## config.mk

```make
export PLATFORM = sky130hd
export DESIGN_NAME = counter_capture_ext_flat
export DESIGN_NICKNAME = d
export VERILOG_FILES = /design/src/rtl/counter_capture_ext_pkg.sv /design/src/rtl/counter_capture_ext_if.sv /design/src/rtl/pulse_rise_det.sv /design/src/rtl/counter_capture_ext.sv /design/src/flat_wrapper.sv
export SDC_FILE = /design/constraint.sdc
export NUM_CORES = 1
export LEC_CHECK = 0
export CAP_MARGIN = 0
export CORE_MARGIN = 3
export CORE_UTILIZATION = 45
export CTS_BUF_LIST = sky130_fd_sc_hd__clkbuf_16
export CTS_CLUSTER_SIZE = 28
export DETAILED_ROUTE_END_ITERATION = 7
export DONT_BUFFER_PORTS = 1
export GPL_TIMING_DRIVEN = 0
export HOLD_SLACK_MARGIN = 0.1
export PLACE_DENSITY = 0.56
export SLEW_MARGIN = 25
export SYNTH_ARGS = -nofsm -noshare
export SYNTH_HDL_FRONTEND = slang
export SYNTH_HIERARCHICAL = 1
export SYNTH_SLANG_ARGS = --single-unit
```

## constraint.sdc

```tcl
create_clock -name clk -period 1.6 [get_ports clk]
set_input_delay 0.24 -clock clk [delete_from_list [all_inputs] [get_ports clk]]
set_output_delay 0.24 -clock clk [all_outputs]
set_load 0.02 [all_outputs]
```

## src/rtl/counter_capture_ext_pkg.sv

```systemverilog
// Shared constants and FSM encoding for the
// extended-count capture block.
package counter_capture_ext_pkg;

  localparam int CNT_W_D = 8;
  localparam int EXT_W_D = 8;
  localparam int DATA_W  = CNT_W_D + EXT_W_D;

  localparam logic [EXT_W_D-1:0] WRAP_MAX = '1;

  typedef enum logic {
    IDLE = 1'b0,
    HOLD = 1'b1
  } cap_state_t;

endpackage

```

## src/rtl/counter_capture_ext_if.sv

```systemverilog
// Snapshot read port: DATA/VALID toward the
// reader, READY back from it.
interface counter_capture_ext_if
  import counter_capture_ext_pkg::*;
#(
  parameter int W = DATA_W
) ();

  logic [W-1:0] DATA;
  logic         VALID;
  logic         READY;

  modport master (
    output DATA,
    output VALID,
    input  READY
  );

  modport slave (
    input  DATA,
    input  VALID,
    output READY
  );

endinterface

```

## src/rtl/pulse_rise_det.sv

```systemverilog
// Rising-edge detector: registers the previous
// level, flags d=1 while the stored level is 0.
module pulse_rise_det (
  input  logic clk,
  input  logic rst_n,
  input  logic d,
  output logic rise
);

  logic q;

  always_ff @(posedge clk) begin
    if (!rst_n) q <= 1'b0;
    else        q <= d;
  end

  assign rise = d & ~q;

endmodule

```

## src/rtl/counter_capture_ext.sv

```systemverilog
// Extends an 8-bit counter with a saturating wrap
// count and hands snapshots out over valid/ready.
module counter_capture_ext
  import counter_capture_ext_pkg::*;
#(
  parameter int CNT_W = CNT_W_D,
  parameter int EXT_W = EXT_W_D
) (
  input  logic             clk,
  input  logic             Reset,
  input  logic [CNT_W-1:0] counter_in,
  input  logic             OV_in,
  input  logic             CLR_in,
  input  logic             CAP,
  output logic             SAT,
  output logic             MISS,
  counter_capture_ext_if.master bus
);

  localparam int DW = EXT_W + CNT_W;
  localparam logic [EXT_W-1:0] WMAX = '1;

  cap_state_t       state_q, state_n;
  logic [EXT_W-1:0] wrap_q, wrap_next;
  logic [DW-1:0]    data_q;
  logic             wrap_ev, at_max;
  logic             sat_hit, miss_hit, load;

  pulse_rise_det u_ov_det (
    .clk   (clk),
    .rst_n (Reset),
    .d     (OV_in),
    .rise  (wrap_ev)
  );

  assign at_max  = (wrap_q == WMAX);
  assign sat_hit = wrap_ev & at_max;

  always_comb begin
    wrap_next = wrap_q;
    if (wrap_ev && !at_max)
      wrap_next = wrap_q + 1'b1;
  end

  always_comb begin
    state_n  = state_q;
    load     = 1'b0;
    miss_hit = 1'b0;
    unique case (state_q)
      IDLE: begin
        if (CAP) begin
          load    = 1'b1;
          state_n = HOLD;
        end
      end
      HOLD: begin
        if (bus.READY && CAP) begin
          load = 1'b1;
        end else if (bus.READY) begin
          state_n = IDLE;
        end else if (CAP) begin
          miss_hit = 1'b1;
        end
      end
      default: state_n = IDLE;
    endcase
  end

  always_ff @(posedge clk) begin
    if (!Reset) begin
      state_q <= IDLE;
      data_q  <= '0;
      wrap_q  <= '0;
      SAT     <= 1'b0;
      MISS    <= 1'b0;
    end else begin
      state_q <= state_n;
      // snapshot uses wrap_next, so it predates a same-cycle clear
      if (load) data_q <= {wrap_next, counter_in};
      if (CLR_in) begin
        wrap_q <= '0;
        SAT    <= 1'b0;
        MISS   <= 1'b0;
      end else begin
        wrap_q <= wrap_next;
        if (sat_hit)  SAT  <= 1'b1;
        if (miss_hit) MISS <= 1'b1;
      end
    end
  end

  assign bus.DATA  = data_q;
  assign bus.VALID = (state_q == HOLD);

endmodule

```

## src/flat_wrapper.sv

```systemverilog
// flat-port wrapper written by rule: the top's interface ports become plain ports
module counter_capture_ext_flat import counter_capture_ext_pkg::*;
#(
  parameter int CNT_W = CNT_W_D,
  parameter int EXT_W = EXT_W_D
)
  (clk, Reset, counter_in, OV_in, CLR_in, CAP, SAT, MISS, bus_DATA, bus_VALID, bus_READY);
  counter_capture_ext_if bus_i ();
  input  logic clk;
  input  logic Reset;
  input  logic [CNT_W-1:0] counter_in;
  input  logic OV_in;
  input  logic CLR_in;
  input  logic CAP;
  output logic SAT;
  output logic MISS;
  output wire logic [$bits(bus_i.DATA)-1:0] bus_DATA;
  output wire logic [$bits(bus_i.VALID)-1:0] bus_VALID;
  input wire logic [$bits(bus_i.READY)-1:0] bus_READY;
  assign bus_DATA = bus_i.DATA;
  assign bus_VALID = bus_i.VALID;
  assign bus_i.READY = bus_READY;
  counter_capture_ext #(.CNT_W(CNT_W), .EXT_W(EXT_W)) u_core (.clk(clk), .Reset(Reset), .counter_in(counter_in), .OV_in(OV_in), .CLR_in(CLR_in), .CAP(CAP), .SAT(SAT), .MISS(MISS), .bus(bus_i));
endmodule
```

# Word-level counts from Yosys, hierarchy flattened

Index checks and enable logic that the tools add are counted.

Register bits after elaboration: 28
Input bits: 14
Output and inout port bits: 19
Word-level logic and storage cells: 27

Add/subtract/negate cells: 1
Equality and inequality tests: 1
Mux-type cells: 10
Bitwise operators: 5
Reduce and logical (&&, ||, !) cells: 4

Operators with widths:

| operator                                                      | count |
|---|---|
| 8-bit by 1-bit adder with 8-bit output, second input constant | 1 |
| 8-bit == test, second input constant                          | 1 |
| 8-bit two-way mux                                             | 1 |
| 1-bit two-way mux                                             | 7 |
| 1-bit case mux with 2 select lines                            | 2 |
| 1-bit inverter                                                | 3 |
| 1-bit bitwise AND                                             | 2 |
| 1-bit logical AND                                             | 2 |
| 2-bit OR reduction                                            | 1 |
| 1-bit zero test                                               | 1 |

# Longest topological paths before layout

Gate-level depths: netlist (run 1).

Word-level depth: 4
Gate-level depth with buffers: 6
Depth with buffers taken out: 5

# By module

Netlist (run 1), hierarchy kept.

By module, submodules not included:

| module              | instances | cells each | area each (um^2) | seq. area each (um^2) |
|---|---|---|---|---|
| counter_capture_ext | 1         | 127        | 1,089.8          | 540.5 |
| pulse_rise_det      | 1         | 3          | 40.0             | 20.0 |

# Worst setup path before layout (run 1)

Ideal clock, no wire load.

Path kind: flip-flop to flip-flop
Start: reg u_core.wrap_q[0]
End: reg u_core.data_q[12] (netlist: u_core/bus.DATA[12])
Library setup time: 0.070 ns
Arrival time: 1.405 ns
Required time: 1.530 ns
Slack: 0.125 ns
Stages on the path, launching flop included: 7
Path buffers: 1
Clock period less this slack: 1.475 ns
Cells stage by stage: dfxtp_1 -> ha_1 -> and3_1 -> clkbuf_1 -> o2111a_1 -> or3_1 -> a21oi_1

Word-level cells in the longest chain between the ends: 4
Elaborated cells between the ends (all ways): 5
Those cells by class: add/sub: 1; eq/ne: 1; mux: 1; reduce/logical: 2

RTL lines:

| what                                                                                           | RTL line                  | text |
|---|---|---|
| start: declaration                                                                             | counter_capture_ext.sv:24 | `logic [EXT_W-1:0] wrap_q, wrap_next;` |
| start signal: assignment                                                                       | counter_capture_ext.sv:85 | `wrap_q <= wrap_next;` |
| parallel branches: the longest is 3 deep, another holds 8-bit by 1-bit adder with 8-bit output | n/a                       |  |
| 8-bit two-way mux (*)                                                                          | counter_capture_ext.sv:41 | `if (wrap_ev && !at_max)` |
| end signal: assignment                                                                         | counter_capture_ext.sv:79 | `if (load) data_q <= {wrap_next, counter_in};` |
| end: declaration                                                                               | counter_capture_ext.sv:25 | `logic [DW-1:0] data_q;` |

Every way passes the cells marked *.
A chain may end at the register's enable or synchronous reset.

# Final worst setup path (run 1)

Start: reg u_core.wrap_q[0]
End: reg u_core.data_q[11] (netlist: u_core/bus.DATA[11])

Same word-level chain as after synthesis.

==> results of run 1 <==
## power by group through the flow
stage / combinational, uW / clock [uW] / sequential, uW
global route: 92.5 / 773 / 755
finish: 80.4 / 729 / 752
CTS: 81.1 / 743 / 752
global placement: 72.4 / 0 / 768
floorplan: 59.0 / 0 / 765
detailed placement: 75.2 / 0 / 768
## cell families after synthesis
logic type	Yosys count
compound gates	31
mux	1
buf+inv	9
flops	28
fa+ha+maj	1
simple gates	59
xor+xnor	1
## layout make-up
class / count / share of cell area
Timing Repair Buffer: 3 / 0.02312
Inverter: 2 / 0.005780
Clock buffer: 3 / 0.05780
Tap cell: 28 / 0.02697
Sequential cell: 28 / 0.4316
Multi-Input combinational cell: 93 / 0.3950
Clock inverter: 1 / 0.02312
Buffer: 5 / 0.03661
## flip-flops by register name, indices dropped and copies added (netlist names)
register,cells
u_core/MISS,1
u_core/SAT,1
u_core/bus.DATA,16
u_core/bus.VALID,1
u_core/u_ov_det/q,1
u_core/wrap_q,8
## cells in the mapped netlist (all sizes together)
cell type,number,area (um2)
a211oi,1,7.510
a21o,1,7.510
a21oi,15,75.07
a31o,1,8.760
a31oi,1,6.260
a41oi,1,8.760
and2,3,18.77
and3,1,6.260
and4,2,18.77
buf,3,27.52
clkbuf,4,25.02
dfxtp,28,560.5
ha,1,12.51
inv,2,7.510
mux2i,1,10.01
nand2,25,93.84
nand2b,2,12.51
nand3,3,15.01
nand4,3,25.02
nand4b,1,8.760
nor2,12,45.04
nor2b,3,26.27
nor3,2,10.01
o2111a,1,11.26
o211a,1,10.01
o211ai,2,15.01
o21ai,7,35.03
or3,2,12.51
xor2,1,8.760
## worst max-delay path: stages, from the launching register on
cell and delay, ns:
dfxtp_1 0.36, ha_2 0.23, nand3_1 0.10, o211a_1 0.23, or3_1 0.36, a21oi_1 0.16
## per-layer routing
| layer | GRT usage | vias to the layer above |
|---|---|---|
| met2 | 0.2771 | 26 |
| met1 | 0.1870 | 424 |
| met4 | 0.03051 | 0 |
| met3 | 0.07889 | 2 |
| li1 | - | 460 |
| met5 | 0 | - |
## path summary, 6_finish.rpt
check                                    from  slack (ns)  cells past startpoint                               end
min reg2reg  u_core/bus.DATA[15]$_SDFFE_PN0P_        0.55                      2  u_core/bus.DATA[15]$_SDFFE_PN0P_
max reg2reg       u_core/wrap_q[0]$_SDFF_PP0_        0.09                      5  u_core/bus.DATA[11]$_SDFFE_PN0P_
min                             counter_in[3]        0.11                      2   u_core/bus.DATA[3]$_SDFFE_PN0P_
max               u_core/wrap_q[0]$_SDFF_PP0_        0.09                      5  u_core/bus.DATA[11]$_SDFFE_PN0P_
## metrics by stage
stage          cell area [um2]  instances    util  hold WS [ns]
2_1_floorplan             1130        130       -        0.3607
3_3_place_gp              1165        158  0.5071        0.3658
3_5_place_dp              1165        158  0.5071        0.3672
4_1_cts                   1296        164  0.5643        0.1017
5_1_grt                   1299        163  0.5654        0.1138
6_report                  1299        163  0.5654        0.1063
## timing repair
item / 4_1_cts / 5_1_grt
hold buffers: 3 / 0
setup endpoints to repair: 1 / 6
resized for setup: 0 / 3
endpoints found under the hold margin: 2 / 0
==> out/summary.md, run 1 <==
In this run the static leakage power is 0.0004927 uW. The top layer used by detailed routing was met4. The remaining antenna violation count after routing came out at 0.

The worst hold path class is in -> reg. In the final layout, the multi-input gates occupy 513.0 um2. Worst-margin pin slew: 0.5089 ns. The first TritonRoute pass finished after 4 iterations. The fraction of power spent switching nets was 0.2001; the number of clock sinks was 28. The run gives 0.005710 ns as the worst clock skew. The tools report the DRC violations left as 0. The total of buffers placed on input and output ports came out at 0.

The yosys synthesis warning count came out at 6. In the layout the commonest cells are dfxtp_1, nand2_1, a21oi_1, nor2_1, o21ai_0. The smallest clock period supported by the final layout is computed as 1.512 ns. The tools report the fraction of power consumed by sequential logic as 0.482. The mapped netlist covers 1130 um2. The run gives 0.8010 as the global placement routability congestion.

The post-synthesis compound-gate area fraction works out to 0.1639. The wire-length estimate of the detail-placed layout is 1728 um. In this run, CTS created clock tree buffers numbering 3.

Summed over all layers, the global routing overflow is 0. Critical path class: reg -> reg. The number of nets in the synthesized netlist is 145. The overall track demand over capacity in global routing came out at 0.1634. For the worst setup path, the data required time is 1.79 ns. Highest fanout seen on the critical path: 5. STA classifies the critical path startpoint as a register. The portion of the clock cycle consumed by the worst path in the final layout was 0.9449; the headroom to the max-slew limit was 0.6607.

The number of levels in the clock H-tree was 1. Entering global routing, the biggest net connects 17 pins. Share of total power in combinational logic: 0.051. The count of final hold-check violations was 0. Internal power comes to 1249 uW. The run gives 1096 um as the met1 layer wirelength in the final routing.

The via count of the routed design is 912, and the post-synthesis adder-cell area fraction is 0.01107. At the placement stage, the worst setup path has a slack of -0.02408 ns. Share of cells above drive strength 1: 0.1037. The number of nets in the final layout came out at 151. The parity-gate share of the synthesized area counting xor and xnor cells is 0.007752, and the width of the chip is 56.11 um.

The most frequent standard cell in the layout excluding fill and tap cells is dfxtp_1. The latest clock arrival within the worst-skew pair is 0.26 ns, and the post-detailed-route via-to-cell ratio is 5.595. Dividing total power by cell area gives a power density of 1202 nW/um2. The share of synthesized cell area in and, or, nand and nor gates was 0.2591.

The multiplexer area fraction after synthesis was 0.008859; the total inserted antenna cells was 0. Post-synthesis register bit count: 28. The number of distinct library cells after synthesis was 35; the number of top-level design ports was 33. After layout, the worst setup slack is 0.08814 ns. Power comes to 1562 uW. The cell count after synthesis came out at 130.

Sequential-to-total area share from yosys stat: 0.4961. By area, the combinational part of the netlist is dominated by simple AND/OR/NAND/NOR gates. The root buffer cell chosen for the clock tree is clkbuf_16.

The logs give 181 um for the total length of routed met3 wires and 923 for the via count of the first global-routing pass. The flow ran to the end, and the final reports show no timing, DRC or antenna violations. For the wire length of the first global-routing pass, the log shows 4077 um. The number of violations reported at the end of detailed-routing iteration 0 came out at 19. The worst setup path is captured at a register. Relative to the synthesized area, the layout overhead comes to 14.95%. TritonCTS built the clock tree.

The die is 56.11 um tall. The logs give 1.70 ns for the arrival time at the worst endpoint and 17 for the number of rows in the core area. The number of post-CTS setup repair buffers is 0. The tools report the initial antenna violation count as 0. Clock-pin slew on the worst setup and hold paths: 0.07 ns.

For the final routed database, the setup TNS stands at 0 ns. After detailed routing, the average wire length per cell comes to 14.72 um. Setup repair after global routing left no endpoint under its margin. The tools report the total die area as 3148 um2. In the detailed route, the total length drawn on met2 is 1109 um.

The layout has 217 filler cells. The logs give 0 for the number of max-cap violations and 0.467 for the part of the total power dissipated in the clock network. For the worst ir drop on vdd, the log shows 1074 uV. The initial core utilization was 0.4918. Deepest clock path buffer count: 2. For this block, the routed nets add up to 2399 um of wire. Switching power total: 312.5 uW. Based on the critical path, the design can be clocked at up to 0.6614 GHz. Number of pins exceeding their max-slew limit in the final report: 0.

The region available for standard cell placement spans 2297 um2. The register cell area after layout came out at 560.5 um2. Setup violations remaining at the end of the flow were counted as 0.

In this run the mean area of a mapped cell was 8.691 um2.
(Power assumes the default switching activity.)
==> run 2: changes to the inputs <==
Settings changed: CORE_UTILIZATION 45 to 46, PLACE_DENSITY 0.56 to 0.57.
Clock period 1.6 ns to 1.76 ns, I/O delays scaled along.
==> out/summary.md, run 2 (synthesized netlist as in run 1, its figures left out) <==
The flow ran to the end, and the final reports show no timing, DRC or antenna violations. The tools report the count of final hold-check violations as 0 (unchanged). The logs give 527.2 uV (was 1074 uV) for the worst ir drop on vdd and 509.2 um2 (was 513.0 um2) for the multi-input combinational cell area. The number of placed instances with taps included is 158 (unchanged). Counting stages on the worst path, the most repeated cell is a21oi_1. The routed length per placed instance was 13.65 um (was 14.72 um); the leakage component of the power was 0.0004830 uW (was 0.0004927 uW). The tools report the latest clock arrival within the worst-skew pair as 0.26 ns (about the same). The number of fillers in the final layout was 222 (was 217); the portion of the clock cycle consumed by the worst path in the final layout was 0.8922 (was 0.9449). Setup repair after global routing left no endpoint under its margin. The clock-pin slew on the worst setup and hold paths was 0.07 ns (about the same).

The overall track demand over capacity in global routing is 0.1465 (was 0.1634), and the post-route minimum period is 1.570 ns (was 1.512 ns). The final setup violation count was 0 (unchanged). For the worst hold slack, the log shows 0.1250 ns (was 0.1063 ns). The highest fanout seen on the critical path was 6 (was 5). The worst clock skew was 0.001350 ns (was 0.005710 ns). Number of pins exceeding their max-slew limit in the final report: 0 (unchanged).

The global placement routability congestion is 0.8240 (was 0.8010), and the initial core utilization is 0.4964 (was 0.4918). Area growth from synthesis to layout: 12.07% (was 14.95%). Arrival time at the worst endpoint: 1.76 ns (was 1.70 ns). For the placeable core area, the log shows 2276 um2 (was 2297 um2).

Total of buffers placed on input and output ports: 0 (unchanged). Initial antenna violation count: 0 (unchanged). The tools report the top achievable clock speed as 0.6368 GHz (was 0.6614 GHz).

The logs give 0 (unchanged) for the remaining antenna violation count after routing and 0 (unchanged) for the DRC violations left. The worst path required time was 1.95 ns (was 1.79 ns); the pin count of the biggest net entering global routing was 17 (unchanged). The number of top-level design ports came out at 33 (unchanged). The number of rows in the core area is 17 (unchanged), and the register cell area after layout is 560.5 um2 (unchanged).

TritonCTS built the clock tree. The worst-case register-to-register setup slack was 0.19 ns (was 0.09 ns). The number of nets in the final layout is 149 (was 151), and the total length of routed wires is 2197 um (was 2399 um). Biggest cell delay along the critical path: 0.37 ns (was 0.36 ns). Cell class contributing the biggest share of worst-path delay: simple AND/OR/NAND/NOR gates (unchanged). The final total negative setup slack is 0 ns (unchanged), and the number of clock sinks is 28 (unchanged).

The total power divided by cell area was 1113 nW/um2 (was 1202 nW/um2). The critical path class is reg -> reg (unchanged). The clock buffer count from CTS was 3 (unchanged); the share of cells above drive strength 1 was 0.09023 (was 0.1037).

The wire length of the first global-routing pass is 3746 um (was 4077 um). The most frequent standard cell in the layout excluding fill and tap cells was dfxtp_1 (unchanged). The utilization after layout was 0.5564 (was 0.5654); the global-route congestion overflow total was 0 (unchanged). The worst hold path class was in -> reg (unchanged). The buffering stage count on the worst path with inverters included works out to 0 (unchanged). For the total inserted antenna cells, the log shows 0 (unchanged). The post-detailed-route via-to-cell ratio is 5.503 (was 5.595), and the width of the chip is 55.56 um (was 56.11 um). Cells along the critical path: ha_1 -> and3_1 -> a21oi_1 -> or3_1 -> a21oi_1 (was ha_2 -> nand3_1 -> o211a_1 -> or3_1 -> a21oi_1).

The tools report the total iterations of the first detailed-routing run as 4 (unchanged). The run gives 0.6823 (was 0.6607) as the headroom to the max-slew limit. The logs give 0 (unchanged) for the number of max-cap violations and 1631 um (was 1728 um) for the sum of net half-perimeters after detailed placement. The worst-margin pin slew is 0.4766 ns (was 0.5089 ns), and the number of violations reported at the end of detailed-routing iteration 0 is 17 (was 19). The deepest clock path buffer count was 2 (unchanged); the via count of the first global-routing pass was 885 (was 923). For the total die area, the log shows 3087 um2 (was 3148 um2).

For the via count of the routed design, the log shows 886 (was 912). Element type at the critical path start: a register (unchanged). Most frequent cells in the layout: dfxtp_1, nand2_1, a21oi_1, nor2_1, o21ai_0 (unchanged). The number of flip-flops under the largest register name came out at 16 (unchanged).

The number of non-filler instances in the completed layout is 161 (was 163). Critical path capture point type: a register (unchanged). Cell with the largest stage delay on the worst path: dfxtp_1 (unchanged).

The floorplan die height works out to 55.56 um (was 56.11 um). The run gives 0 (unchanged) as the post-cts repair resize count. The buffer type at the clock tree root is clkbuf_16 (unchanged). Number of levels in the clock H-tree: 1 (unchanged).
[run 2: cell types whose count changed in the layout (fill, tap and decap cells not counted)]
cell,before,now
and3_1,0,1
and3_2,1,0
ha_1,0,1
dlygate4sd3_1,3,0
ha_2,1,0
clkbuf_4,1,0
clkbuf_1,1,2
buf_2,0,1
[run 2: what timing repair did]
action,in CTS,in global routing
buffers inserted,0,0
endpoints found under the setup margin,0,1
endpoints found under the hold margin,0,0
hold buffers,0,0
[run 2: path summary, 6_finish.rpt]
path | from | endpoint | depth (start not counted)
max | u_core/wrap_q[0]$_SDFF_PP0_ | u_core/bus.DATA[12]$_SDFFE_PN0P_ | 5
min | OV_in | u_core/u_ov_det/q$_SDFF_PN0_ | 1
max reg2reg | u_core/wrap_q[0]$_SDFF_PP0_ | u_core/bus.DATA[12]$_SDFFE_PN0P_ | 5
min reg2reg | u_core/bus.DATA[7]$_SDFFE_PN0P_ | u_core/bus.DATA[7]$_SDFFE_PN0P_ | 2
[run 2: metrics by stage]
stage               power, uW  instance area [um2]  setup WS (ns)
CTS                      1431                 1270        0.08587
global placement        764.2                 1165         0.1316
floorplan               749.3                 1130         0.2851
finish                   1409                 1266         0.1897
global route             1459                 1266        0.08982
detailed placement      765.6                 1165         0.1134
[run 2: worst register-to-register path, delay by kind of cell (launching register included)]
family | cells | cell delay (ns)
AOI/OAI and AO/OA | 2 | 0.23
adders and majority gates | 1 | 0.26
DFF | 1 | 0.37
and+or+nand+nor | 2 | 0.65
[run 2: final cells by class]
type                            instances  share of cell area
Sequential cell                        28              0.4427
Multi-Input combinational cell         93              0.4022
Clock buffer                            3             0.05929
Buffer                                  6             0.03854
Tap cell                               28             0.02767
Clock inverter                          1             0.02372
Inverter                                2            0.005929
[run 2: metal layers]
metal  global-route usage  vias up  share of wire
met1               0.1841      408           0.48
li1                     -      458              -
met4              0.03125        0              0
met2               0.2568       20           0.48
met5                    0        -              0
met3              0.03037        0          0.043
[run 2: power breakdown]
group          leakage (uW)  total [uW]  internal [uW]  switching, uW
Sequential         0.000228         684            652           31.5
Combinational      0.000204        66.3           26.2           40.1
Clock             0.0000511         659            452            207
==> run 3: changes to the inputs <==
Settings changed: CTS_CLUSTER_DIAMETER set to 60, PLACE_DENSITY 0.57 to not set, PLACE_DENSITY_LB_ADDON set to 0.12.
==> out/summary.md, run 3 (synthesized netlist as in run 1, its figures left out) <==
The flow ran to the end, and the final reports show no timing, DRC or antenna violations. Beginning of the worst register-to-register path: u_core/wrap_q[0]$_SDFF_PP0_ (unchanged). For the switching power total, the log shows 267.8 uW (was 278.4 uW). The logs give 1748 um (was 1631 um) for the sum of net half-perimeters after detailed placement and 0 (unchanged) for the remaining antenna violation count after routing. The total length of routed wires is 2283 um (was 2197 um), and the deepest clock path buffer count is 2 (unchanged). The count of final hold-check violations was 0 (unchanged); the internal power summed over all cells was 982.4 uW (was 1131 uW). The number of pins exceeding their max-slew limit in the final report was 0 (unchanged).

Element type at the critical path start: a register (unchanged). The logs give 0.6453 GHz (was 0.6368 GHz) for the top achievable clock speed and 0.2103 ns (was 0.1897 ns) for the final worst setup slack. The total iterations of the first detailed-routing run came out at 4 (unchanged). Depth of the worst register-to-register path: 5 (unchanged). The cell with the largest stage delay on the worst path was dfxtp_1 (unchanged). The tools report the number of non-filler instances in the completed layout as 161 (unchanged). The worst hold path depth is 2 (was 1), and the width of the chip is 55.56 um (unchanged). The buffer type at the clock tree root is clkbuf_16 (unchanged). Buffering stage count on the worst path with inverters included: 0 (unchanged). The run gives 0.21 ns (was 0.19 ns) as the worst-case register-to-register setup slack. The final total negative setup slack was 0 ns (unchanged). The logs give 3087 um2 (unchanged) for the total die area and 1 (unchanged) for the number of levels in the clock H-tree.

The tools report the multi-input combinational cell area as 509.2 um2 (unchanged). The run gives 0.5448 (was 0.5564) as the utilization after layout. The clock buffer count from CTS is 3 (unchanged), and the total of buffers placed on input and output ports is 0 (unchanged). Final setup violation count: 0 (unchanged). For the share of total power in combinational logic, the log shows 0.053 (was 0.047). The fraction of power consumed by sequential logic was 0.547 (was 0.485); the wire length of the first global-routing pass was 3864 um (was 3746 um).

Total inserted antenna cells: 0 (unchanged). For the number of nets in the final layout, the log shows 149 (unchanged). The portion of the clock cycle consumed by the worst path in the final layout is 0.8805 (was 0.8922), and the number of flip-flops under the largest register name is 16 (unchanged). The floorplan die height was 55.56 um (unchanged). The placeable core area is 2276 um2 (unchanged).

The number of rows in the core area is 17 (unchanged), and the fraction of power spent switching nets is 0.2142 (was 0.1976). The number of fillers in the final layout is 196 (was 222). The hold path endpoint was u_core/bus.VALID$_SDFF_PN0_ (was u_core/u_ov_det/q$_SDFF_PN0_). The worst path required time is 1.95 ns (about the same). The number of violations reported at the end of detailed-routing iteration 0 is 24 (was 17). The critical path class was reg -> reg (unchanged). The register cell area after layout was 560.5 um2 (unchanged); the number of clock sinks was 28 (unchanged). The arrival time at the worst endpoint came out at 1.74 ns (was 1.76 ns).

For the latest clock arrival within the worst-skew pair, the log shows 0.26 ns (about the same). Worst clock skew: 0.001939 ns (was 0.001350 ns). The highest fanout seen on the critical path is 6 (unchanged), and the number of placed instances with taps included is 158 (unchanged). The tools report the number of top-level design ports as 33 (unchanged).

The clock-pin slew on the worst setup and hold paths was 0.06 ns (was 0.07 ns). The run gives 894 (was 885) as the via count of the first global-routing pass. The worst ir drop on vdd was 997.2 uV (was 527.2 uV); the initial antenna violation count was 0 (unchanged). Overall track demand over capacity in global routing: 0.1550 (was 0.1465).

Cell class contributing the biggest share of worst-path delay: simple AND/OR/NAND/NOR gates (unchanged). The initial core utilization is 0.4964 (unchanged). The tools report the startpoint of the worst hold path as CAP (was OV_in). Post-detailed-route via-to-cell ratio: 5.571 (was 5.503).

The critical path capture point type was a register (unchanged). DRC violations left: 0 (unchanged). For the leakage component of the power, the log shows 0.0004704 uW (was 0.0004830 uW).

Most frequent cells in the layout: dfxtp_1, nand2_1, a21oi_1, nor2_1, o21ai_0 (unchanged). The number of max-cap violations is 0 (unchanged). The run gives 0.1105 ns (was 0.1134 ns) as the worst setup timing slack at the placement stage. The part of the total power dissipated in the clock network was 0.399 (was 0.468); the biggest cell delay along the critical path was 0.36 ns (was 0.37 ns). Cell occurring most often along the worst timing path: a21oi_1 (unchanged). Cells along the critical path: ha_1 -> and3_1 -> a21oi_1 -> or3_1 -> a21oi_1 (unchanged). The tools report the pin count of the biggest net entering global routing as 16 (was 17). Worst hold path class: in -> reg (unchanged). The post-route minimum period came out at 1.550 ns (was 1.570 ns). The worst hold slack was 0.1311 ns (was 0.1250 ns). The global placement routability congestion is 0.8450 (was 0.8240), and the worst-margin pin slew is 0.4803 ns (was 0.4766 ns). The global-route congestion overflow total came out at 0 (unchanged). Endpoint of the worst register-to-register path: u_core/bus.DATA[12]$_SDFFE_PN0P_ (unchanged). TritonCTS built the clock tree. The headroom to the max-slew limit was 0.6798 (was 0.6823); the routed length per placed instance was 14.18 um (was 13.65 um). The share of cells above drive strength 1 is 0.08271 (was 0.09023). The hold-fix buffer count after cts was 0 (unchanged). Setup repair after global routing left no endpoint under its margin. The area growth from synthesis to layout works out to 9.745% (was 12.07%). The via count of the routed design was 897 (was 886). The total power divided by cell area was 1008 nW/um2 (was 1113 nW/um2); the number of post-CTS setup repair buffers was 0 (unchanged). The post-cts repair resize count came out at 0 (unchanged). Most frequent standard cell in the layout excluding fill and tap cells: dfxtp_1 (unchanged).
## run 3: cell types whose count changed in the layout (fill, tap and decap cells not counted), sizes merged
cell,delta
clkinv,+1
bufinv,-1
## run 3: how the worst max path moves through the flow
stage | start | end | slack (ns) | cells after the start
finish | u_core/wrap_q[0]$_SDFF_PP0_ | u_core/bus.DATA[12]$_SDFFE_PN0P_ | 0.21 | 5
global route | u_core/wrap_q[0]$_SDFF_PP0_ | u_core/bus.DATA[12]$_SDFFE_PN0P_ | 0.08 | 5
CTS | u_core/wrap_q[0]$_SDFF_PP0_ | u_core/bus.DATA[12]$_SDFFE_PN0P_ | 0.09 | 6
detailed placement | u_core/wrap_q[0]$_SDFF_PP0_ | u_core/bus.DATA[12]$_SDFFE_PN0P_ | 0.11 | 6
global placement | u_core/wrap_q[0]$_SDFF_PP0_ | u_core/bus.DATA[12]$_SDFFE_PN0P_ | 0.14 | 6
floorplan | u_core/wrap_q[0]$_SDFF_PP0_ | u_core/bus.DATA[12]$_SDFFE_PN0P_ | 0.29 | 6
## run 3: metrics by stage
stage | total power (uW) | cell area, um2
after global placement | 762.8 | 1165
after detailed placement | 765.9 | 1165
final | 1250 | 1240
after CTS | 1270 | 1244
after global routing | 1301 | 1240
after floorplan | 749.3 | 1130
## run 3: per-layer routing
layer / up-vias / share of wire / global-route usage
met5: - / 0 / 0
met2: 23 / 0.49 / 0.2652
met4: 0 / 0.0053 / 0.04167
met1: 418 / 0.43 / 0.1788
li1: 454 / - / -
met3: 2 / 0.070 / 0.06075
## run 3: power by group through the flow
stage          logic (uW)  registers (uW)  clock network [uW]
3_5_place_dp         67.0             699                   0
6_report             66.8             684                 499
3_3_place_gp         64.2             699                   0
5_1_grt              77.3             686                 538
4_1_cts              67.2             684                 518
2_1_floorplan        53.6             696                   0
## run 3: layout make-up
| cell class | count | area share |
|---|---|---|
| plain buffers | 6 | 0.03935 |
| clock buffers | 3 | 0.06054 |
| clock inverters | 1 | 0.003027 |
| inverters | 2 | 0.006054 |
| multi-input cells | 93 | 0.4107 |
| flip-flops and latches | 28 | 0.4521 |
| well taps | 28 | 0.02825 |
